## config.mk

```make
export PLATFORM = sky130hd
export DESIGN_NAME = register_bank_be
export DESIGN_NICKNAME = d
export VERILOG_FILES = /design/src/rtl/register_bank_be.sv
export SDC_FILE = /design/constraint.sdc
export NUM_CORES = 2
export LEC_CHECK = 0
export BUFFER_PORTS_ARGS = -buffer_cell sky130_fd_sc_hd__clkbuf_2
export CORE_AREA = 2 2 446 448
export DETAILED_ROUTE_END_ITERATION = 7
export DIE_AREA = 0 0 448 450
export GPL_TIMING_DRIVEN = 0
export SLEW_MARGIN = 20
export SYNTH_ARGS = -nofsm -noshare
export SYNTH_HDL_FRONTEND = slang
export SYNTH_SLANG_ARGS = --single-unit
```

## constraint.sdc

```tcl
create_clock -name clk -period 2.7 [get_ports clk]
set_input_delay 0.27 -clock clk [delete_from_list [all_inputs] [get_ports clk]]
set_output_delay 0.27 -clock clk [all_outputs]
set_load 0.005 [all_outputs]
```

## src/rtl/register_bank_be.sv

```systemverilog
// ---------------------------------------------------------------------------
// register_bank_be
//
// Parametrised register bank that sits between the UART command parser and
// user logic. It holds DEPTH_RW read/write registers followed by DEPTH_RO
// read-only registers in one flat address map; anything above is unmapped.
//
//   Address map
//     0 .. DEPTH_RW-1                    RW registers (o_mem)
//     DEPTH_RW .. DEPTH_RW+DEPTH_RO-1    RO shadow registers
//     DEPTH_RW+DEPTH_RO ..               unmapped (read 0 + o_r_err)
//
// Features: byte-enabled writes, per-register write strobes, self-clearing
// "pulse" registers (PULSE_MASK), a coherent shadow snapshot of the RO
// inputs (i_ro_capture), a pipelined read port with 1 or 2 cycles of
// latency, and read/write address-error flags.
//
// Ports
//   clk           clock
//   i_reset       synchronous active-high reset
//   i_w_en        write request (one per cycle)
//   i_w_addr      write address
//   i_w_value     write data
//   i_w_be        byte enables, bit k covers bits [8k+7:8k]
//   i_r_en        read request (one per cycle)
//   i_r_addr      read address
//   o_r_value     read data, meaningful only while o_r_valid is high
//   o_r_valid     one-cycle read-data pulse
//   o_r_err       high with o_r_valid for an unmapped read address
//   o_w_err       one-cycle pulse after a write to an RO/unmapped address
//   o_w_strobe    bit i pulses the cycle after an accepted write to reg i
//   o_mem         live contents of the RW registers
//   i_mem_ro      live read-only sources
//   i_ro_capture  copy all i_mem_ro into the shadow bank
// ---------------------------------------------------------------------------
module register_bank_be #(
  parameter int                  WIDTH        = 32,
  parameter int                  DEPTH_RW     = 16,
  parameter int                  DEPTH_RO     = 16,
  parameter int                  ADDR_WIDTH   = 8,
  parameter int                  READ_LATENCY = 1,
  parameter logic [DEPTH_RW-1:0] PULSE_MASK   = '0
) (
  input  logic                               clk,
  input  logic                               i_reset,
  input  logic                               i_w_en,
  input  logic [ADDR_WIDTH-1:0]              i_w_addr,
  input  logic [WIDTH-1:0]                   i_w_value,
  input  logic [WIDTH/8-1:0]                 i_w_be,
  input  logic                               i_r_en,
  input  logic [ADDR_WIDTH-1:0]              i_r_addr,
  output logic [WIDTH-1:0]                   o_r_value,
  output logic                               o_r_valid,
  output logic                               o_r_err,
  output logic                               o_w_err,
  output logic [DEPTH_RW-1:0]                o_w_strobe,
  output logic [DEPTH_RW-1:0][WIDTH-1:0]     o_mem,
  input  logic [DEPTH_RO-1:0][WIDTH-1:0]     i_mem_ro,
  input  logic                               i_ro_capture
);

  localparam int BYTES = WIDTH / 8;

  // Region boundaries are one bit wider than the address so that a fully
  // populated map (DEPTH_RW+DEPTH_RO == 2**ADDR_WIDTH) still compares
  // correctly as unsigned values.
  localparam logic [ADDR_WIDTH:0] RO_BASE = (ADDR_WIDTH+1)'(DEPTH_RW);
  localparam logic [ADDR_WIDTH:0] RO_END  = (ADDR_WIDTH+1)'(DEPTH_RW + DEPTH_RO);

  logic [DEPTH_RW-1:0]            w_hit;
  logic                           w_bad;
  logic [DEPTH_RO-1:0][WIDTH-1:0] shadow;
  logic [WIDTH-1:0]               rd_data;
  logic                           rd_unmapped;
  logic [WIDTH-1:0]               s1_value;
  logic                           s1_valid;
  logic                           s1_err;

  // Write decode: one-hot hit vector over the RW registers, plus an error
  // flag for any write that lands in the RO or unmapped region.
  always_comb begin
    w_hit = '0;
    for (int i = 0; i < DEPTH_RW; i++) begin
      if (i_w_en && (i_w_addr == ADDR_WIDTH'(i))) begin
        w_hit[i] = 1'b1;
      end
    end
    w_bad = i_w_en && ({1'b0, i_w_addr} >= RO_BASE);
  end

  // RW storage. Only enabled bytes are updated; a hit with no byte enables
  // leaves the register untouched. Pulse registers fall back to zero on any
  // cycle they are not written, so a single write is visible for exactly one
  // cycle while back-to-back writes keep the newest value.
  always_ff @(posedge clk) begin
    if (i_reset) begin
      o_mem <= '0;
    end else begin
      for (int i = 0; i < DEPTH_RW; i++) begin
        if (w_hit[i]) begin
          for (int k = 0; k < BYTES; k++) begin
            if (i_w_be[k]) begin
              o_mem[i][8*k +: 8] <= i_w_value[8*k +: 8];
            end
          end
        end else if (PULSE_MASK[i]) begin
          o_mem[i] <= '0;
        end
      end
    end
  end

  // Write side-band pulses: strobe for accepted RW writes (even with no byte
  // enables) and an error pulse for RO/unmapped writes.
  always_ff @(posedge clk) begin
    if (i_reset) begin
      o_w_strobe <= '0;
      o_w_err    <= 1'b0;
    end else begin
      o_w_strobe <= w_hit;
      o_w_err    <= w_bad;
    end
  end

  // Shadow bank: the RO inputs are only ever observed through this snapshot,
  // so software sees a mutually consistent set of values.
  always_ff @(posedge clk) begin
    if (i_reset) begin
      shadow <= '0;
    end else if (i_ro_capture) begin
      shadow <= i_mem_ro;
    end
  end

  // Read mux. It looks at the current register and shadow contents, so a
  // same-cycle write or capture is not yet visible (read-before-write).
  always_comb begin
    rd_data     = '0;
    rd_unmapped = ({1'b0, i_r_addr} >= RO_END);
    for (int i = 0; i < DEPTH_RW; i++) begin
      if (i_r_addr == ADDR_WIDTH'(i)) begin
        rd_data = o_mem[i];
      end
    end
    for (int j = 0; j < DEPTH_RO; j++) begin
      if (i_r_addr == ADDR_WIDTH'(DEPTH_RW + j)) begin
        rd_data = shadow[j];
      end
    end
  end

  // First read stage. Data and error only load on an accepted read so they
  // hold their last value between pulses; reset flushes the valid bit.
  always_ff @(posedge clk) begin
    if (i_reset) begin
      s1_valid <= 1'b0;
      s1_value <= '0;
      s1_err   <= 1'b0;
    end else begin
      s1_valid <= i_r_en;
      if (i_r_en) begin
        s1_value <= rd_data;
        s1_err   <= rd_unmapped;
      end
    end
  end

  // READ_LATENCY == 2 adds one more output register; any other value is
  // treated as the single-stage configuration.
  generate
    if (READ_LATENCY == 2) begin : g_lat2
      logic [WIDTH-1:0] s2_value;
      logic             s2_valid;
      logic             s2_err;

      always_ff @(posedge clk) begin
        if (i_reset) begin
          s2_valid <= 1'b0;
          s2_value <= '0;
          s2_err   <= 1'b0;
        end else begin
          s2_valid <= s1_valid;
          if (s1_valid) begin
            s2_value <= s1_value;
            s2_err   <= s1_err;
          end
        end
      end

      assign o_r_value = s2_value;
      assign o_r_valid = s2_valid;
      assign o_r_err   = s2_err;
    end else begin : g_lat1
      assign o_r_value = s1_value;
      assign o_r_valid = s1_valid;
      assign o_r_err   = s1_err;
    end
  endgenerate

endmodule

```

**Word-level counts from Yosys, hierarchy flattened**

Cells that the tools add are included.
W data, S select, Z words.

- Mux-type cells: 48
- Eq/ne operators: 46
- Order comparisons: 2
- Reduce and logical (&&, ||, !) cells: 83

Operators with widths:

| kind | count |
|---|---|
| $mux W32 | 32 |
| $eq A8 B4 Y1 const B | 16 |
| $eq A8 B5 Y1 const B | 16 |
| $reduce_and A2 Y1 | 64 |
| $eq A8 B3 Y1 const B | 8 |
| $eq A8 B2 Y1 const B | 4 |
| $logic_and A1 B1 Y1 | 17 |
| $eq A8 B1 Y1 const B | 2 |
| $logic_not A8 Y1 | 2 |
| $mux W1 | 16 |
| $ge A8 B5 Y1 const B | 1 |
| $ge A8 B6 Y1 const B | 1 |

- Output and inout port bits: 563
- Register bits: 1075
- Word-level logic and storage cells: 264
- Input bits: 569

**Depth between registers and ports, before layout**

- Depth after elaboration: 33
- Depth in mapped cells: 13
- Gate-level depth less buffers: 8

**Worst setup path after synthesis**

OpenSTA, ideal clock, no wires.

- Path type: input-to-reg
- From: in i_r_addr[0]
- To: reg s1_value[19], in the netlist o_r_value[19]
- Setup time: 0.127 ns
- Setup slack: 0.246 ns
- Arrival: 2.327 ns
- Path buffers: 6
- Data required time: 2.573 ns
- Cell stages on the path: 12
- Cell sequence: buf_2 -> buf_4 -> buf_2 -> buf_4 -> buf_2 -> buf_4 -> mux2i_1 -> nand2_1 -> a22o_1 -> a221oi_1 -> o41ai_1 -> o2bb2ai_1

- Longest elaborated chain between the ends: 33
- Elaborated cells on any way between the ends: 64
- Classes of those cells: eq/ne: 31; mux: 32; reduce/logical: 1

Ends and longest elaborated chain:

| element | RTL line | source |
|---|---|---|
| from (decl) | 51 | `input logic [ADDR_WIDTH-1:0] i_r_addr,` |
| $logic_not A8 Y1 | 141 | `if (i_r_addr == ADDR_WIDTH'(i)) begin` |
| $mux W32 (16 in a row) | 141 |  |
| $mux W32 (15 in a row) | 146 | `if (i_r_addr == ADDR_WIDTH'(DEPTH_RW + j)) begin` |
| $mux W32 (*) | 146 |  |
| to (signal assigned) | 162 | `s1_value <= rd_data;` |
| to (decl) | 75 | `logic [WIDTH-1:0] s1_value;` |

Every way passes the cells marked *; elsewhere a longest branch is shown, timed or not.
A chain may end at the register's enable or synchronous reset.

**Final worst setup path**

- From: in i_r_addr[0]
- To: reg s1_value[16], in the netlist o_r_value[16]

Same word-level chain as after synthesis.

==> impl_metrics.env <==
export IMPL_cts_sinks=1075
export IMPL_antenna_found_initial=52
export IMPL_slowest_stage="clkdlybuf4s18_2"
export IMPL_numCtsBuffers=133
export IMPL_worstPathArrival_ns=3.64
export IMPL_fin_area_um2=68600
export IMPL_min_path_type="in2reg"
export IMPL_finalSetupViolCount=34
export IMPL_dr_pass1_iters=6
export IMPL_synth_top_area_share_pct=45.3
export IMPL_die_area_um2=202000
export IMPL_worst_slew_pin_slew_ns=1.21
export IMPL_grt_total_usage_pct=39.1
export IMPL_routed_via_density=5.70
export IMPL_fin_worst_skew_ns=0.0453
export IMPL_synthArstFlopShare_pct=0
export IMPL_io_pins=1132
export IMPL_ys_flop_type="dfxtp_1"
export IMPL_top_layer_used="met5"
export IMPL_wl_met2_um=177000
export IMPL_outcome="complete, but fails checks"
export IMPL_placeableCoreArea_um2=197000
export IMPL_grt_setup_unrepaired="yes"
export IMPL_cts_buffer_depth=3
export IMPL_synth_mux_area_fraction_pct=15.8
export IMPL_synth_cell_types=82
export IMPL_p_leak_nw=27.7
export IMPL_clock_latency_ns=0.85
export IMPL_synthCells=5586
export IMPL_area_growth_syn_to_layout_pct=44.3
export IMPL_drt_total_wl_um=411000
export IMPL_synth_area_top_cells="dfxtp_1 (45%), mux2i_1 (12%), a21oi_1 (7.1%)"
export IMPL_power_mw=41.2
export IMPL_cts_clk_slew_worst_paths_ns=0.06
export IMPL_grt_first_pass_wirelength_um=523000
export IMPL_ff_latch_area_um2=21500
export IMPL_dp_hpwl_um=321000
export IMPL_drv_cap=0
export IMPL_gp_congestion=1.06
export IMPL_critical_path_class="in2reg"
export IMPL_required_ns=3.47
export IMPL_multi_input_area_um2=24900
export IMPL_peakVddDrop_v=0.000634
export IMPL_yosysWarnings=0
export IMPL_grt_ovfl_total=0
export IMPL_drc_errors=0
export IMPL_drt_iter0_markers=7770
export IMPL_grt_max_degree=17
export IMPL_slew_headroom_pct=19.7
export IMPL_dpl_cell_area_um2=56600
export IMPL_drive_above_1_share_pct=23.6
export IMPL_slowest_delay_ns=0.62
export IMPL_num_vias=57954
export IMPL_synth_fa_ha_area_share_pct=0
export IMPL_fmax_mhz=349
export IMPL_crit_fanout=10
export IMPL_hold_viol_final=0
export IMPL_die_h_um=450
export IMPL_report_final_slew_viol_count=0
export IMPL_portBuffers=1088
export IMPL_routedLengthMet1_um=145000
export IMPL_endpoint_kind="register"
export IMPL_violations="negative setup slack"
export IMPL_cts_tree="built"
export IMPL_clockRootBuffer="clkbuf_16"
export IMPL_wl_met3_um=43200
export IMPL_synth_compound_area_share_pct=16.0
export IMPL_ys_seq_area_share_pct=45.3
export IMPL_layout_nets=7967
export IMPL_synth_seq_cells=1075
export IMPL_crit_family="buffers and inverters"
export IMPL_cts_max_level=4
export IMPL_synth_area_per_cell_um2=8.50
export IMPL_final_fill_count=20566
export IMPL_synth_top_family_by_area="simple AND/OR/NAND/NOR gates"
export IMPL_cp_start_kind="input pin"
export IMPL_die_x_um=448
export IMPL_period_share_pct=106
export IMPL_synth_fp_nets=6155
export IMPL_syn_cell_area_um2=47500
export IMPL_synth_top_area_cell="dfxtp_1"
export IMPL_wire_per_inst_um=40.4
export IMPL_ant_nets=0
export IMPL_path_buf_inv=3
export IMPL_finalWorstSetupSlack_ns=-0.168
export IMPL_power_density_nw_per_um2=601
export IMPL_path_cells="buf_4, nand2b_2, clkbuf_4, clkdlybuf4s18_2, o22ai_1, a221oi_1, a21oi_1, nor2_1, o211a_1"
export IMPL_finalCriticalPeriod_ns=2.87
export IMPL_synthXorXnorAreaFrac_pct=0
export IMPL_yosys_area_share_simple_pct=18.4
export IMPL_synth_edf_count=0
export IMPL_first_global_vias=54529
export IMPL_fp_row_count=163
export IMPL_initial_utilization_pct=24.2
## cells in the mapped netlist, types with 12 or more instances
library cell	instances
nand2_1	690
o221ai_1	27
nor2_1	651
o211ai_1	21
a221oi_1	31
a22o_1	20
a22oi_1	56
a21oi_1	670
buf_1	78
mux4_2	51
clkbuf_1	359
nor2b_1	13
o22ai_1	99
buf_2	73
mux2i_1	581
a31oi_1	27
a211oi_1	23
nor3_1	50
o2bb2ai_1	20
inv_1	12
o21ai_0	143
a221o_1	15
nand3_1	558
dfxtp_1	1075
mux2_2	48
## where the power goes
| group | switching [mW] | leakage (nW) | internal [mW] |
|---|---|---|---|
| combinational | 3.44 | 16.7 | 1.88 |
| sequential | 0.445 | 8.77 | 16.3 |
| clock | 8.10 | 2.19 | 11.0 |
| total | 12.0 | 27.7 | 29.2 |
## registers in the layout (all words and copies together) (netlist names)
signal / cells
o_r_err: 1
o_r_value: 32
o_r_valid: 1
shadow: 512
o_mem: 512
o_w_err: 1
o_w_strobe: 16
## placed cells by master, fill, tap and decap left out, drive strengths merged, types with 53 or more instances in the layout
| cell type | Yosys | routed |
|---|---|---|
| o22ai | 99 | 99 |
| dlygate4sd3 | 0 | 548 |
| dfxtp | 1075 | 1075 |
| a22oi | 56 | 56 |
| nor3 | 53 | 53 |
| nand2 | 691 | 691 |
| nand3 | 558 | 558 |
| o21ai | 148 | 148 |
| nor2 | 654 | 654 |
| buf | 158 | 206 |
| a21oi | 670 | 670 |
| clkbuf | 359 | 1628 |
| mux2i | 581 | 581 |
## worst reg2reg max path: stages, from the launching register on
cell,delay [ns]
dfxtp_1,0.37
mux4_2,0.53
a22oi_1,0.26
o21ai_0,0.37
a221o_2,0.61
a21oi_4,0.41
o21ai_0,0.16
## path summary, 6_finish.rpt
check	start	end	slack, ns	depth (start not counted)
setup / recovery	i_r_addr[0]	o_r_value[16]$_SDFFE_PP0P_	-0.17	9
hold / removal	i_r_addr[5]	o_r_err$_SDFFE_PP0P_	0.04	3
setup reg to reg	o_mem[8]$_SDFFE_PP0P_	o_r_value[8]$_SDFFE_PP0P_	-0.10	6
hold reg to reg	o_mem[336]$_SDFFE_PP0P_	o_mem[336]$_SDFFE_PP0P_	0.47	2
## per-stage QoR
stage          TNS (ns)  instances  hold slack (ns)  utilization [%]  worst slack, ns
5_1_grt           -8.94      10146           0.0453             34.8           -0.163
3_3_place_gp   -1158.34       9314            0.457             28.6            -4.89
3_5_place_dp    -662.76       9331            0.456             28.8            -3.67
2_1_floorplan         0       5586            0.417                -            0.246
6_report          -1.98      10166           0.0355             34.9           -0.168
4_1_cts               0      10141          0.00229             34.7          0.00237
## cell families (layout without fill, tap and decap cells)
| kind of cell | count (synthesis) | count (layout) |
|---|---|---|
| AO/OA/AOI/OAI | 1261 | 1261 |
| other | 0 | 24 |
| multiplexers | 680 | 680 |
| AND/OR/NAND/NOR | 2040 | 2040 |
| flip-flops | 1075 | 1075 |
| buffers and inverters | 530 | 2446 |
## metal layers
metal / vias up / global-route usage [%]
li1: 23595 / -
met1: 28406 / 43.5
met2: 4460 / 59.6
met3: 1473 / 12.7
met4: 20 / 34.4
met5: - / 0
## final cells by class
type | count | area share [%]
diodes | 24 | 0.0876
clock inverters | 47 | 0.998
clock buffers | 192 | 5.59
flip-flops and latches | 1075 | 31.4
multi-input cells | 3981 | 36.3
repair buffers | 1680 | 16.6
inverters | 13 | 0.0748
well taps | 2640 | 4.82
plain buffers | 514 | 4.16
## timing repair
item	4_1_cts	5_1_grt
hold endpoints to repair	707	0
resized for setup	373	97
hold buffers	548	0
setup endpoints to repair	108	288
setup buffers	25	2
pin swaps	19	7
Note: power is estimated with default switching activity, not from simulation.
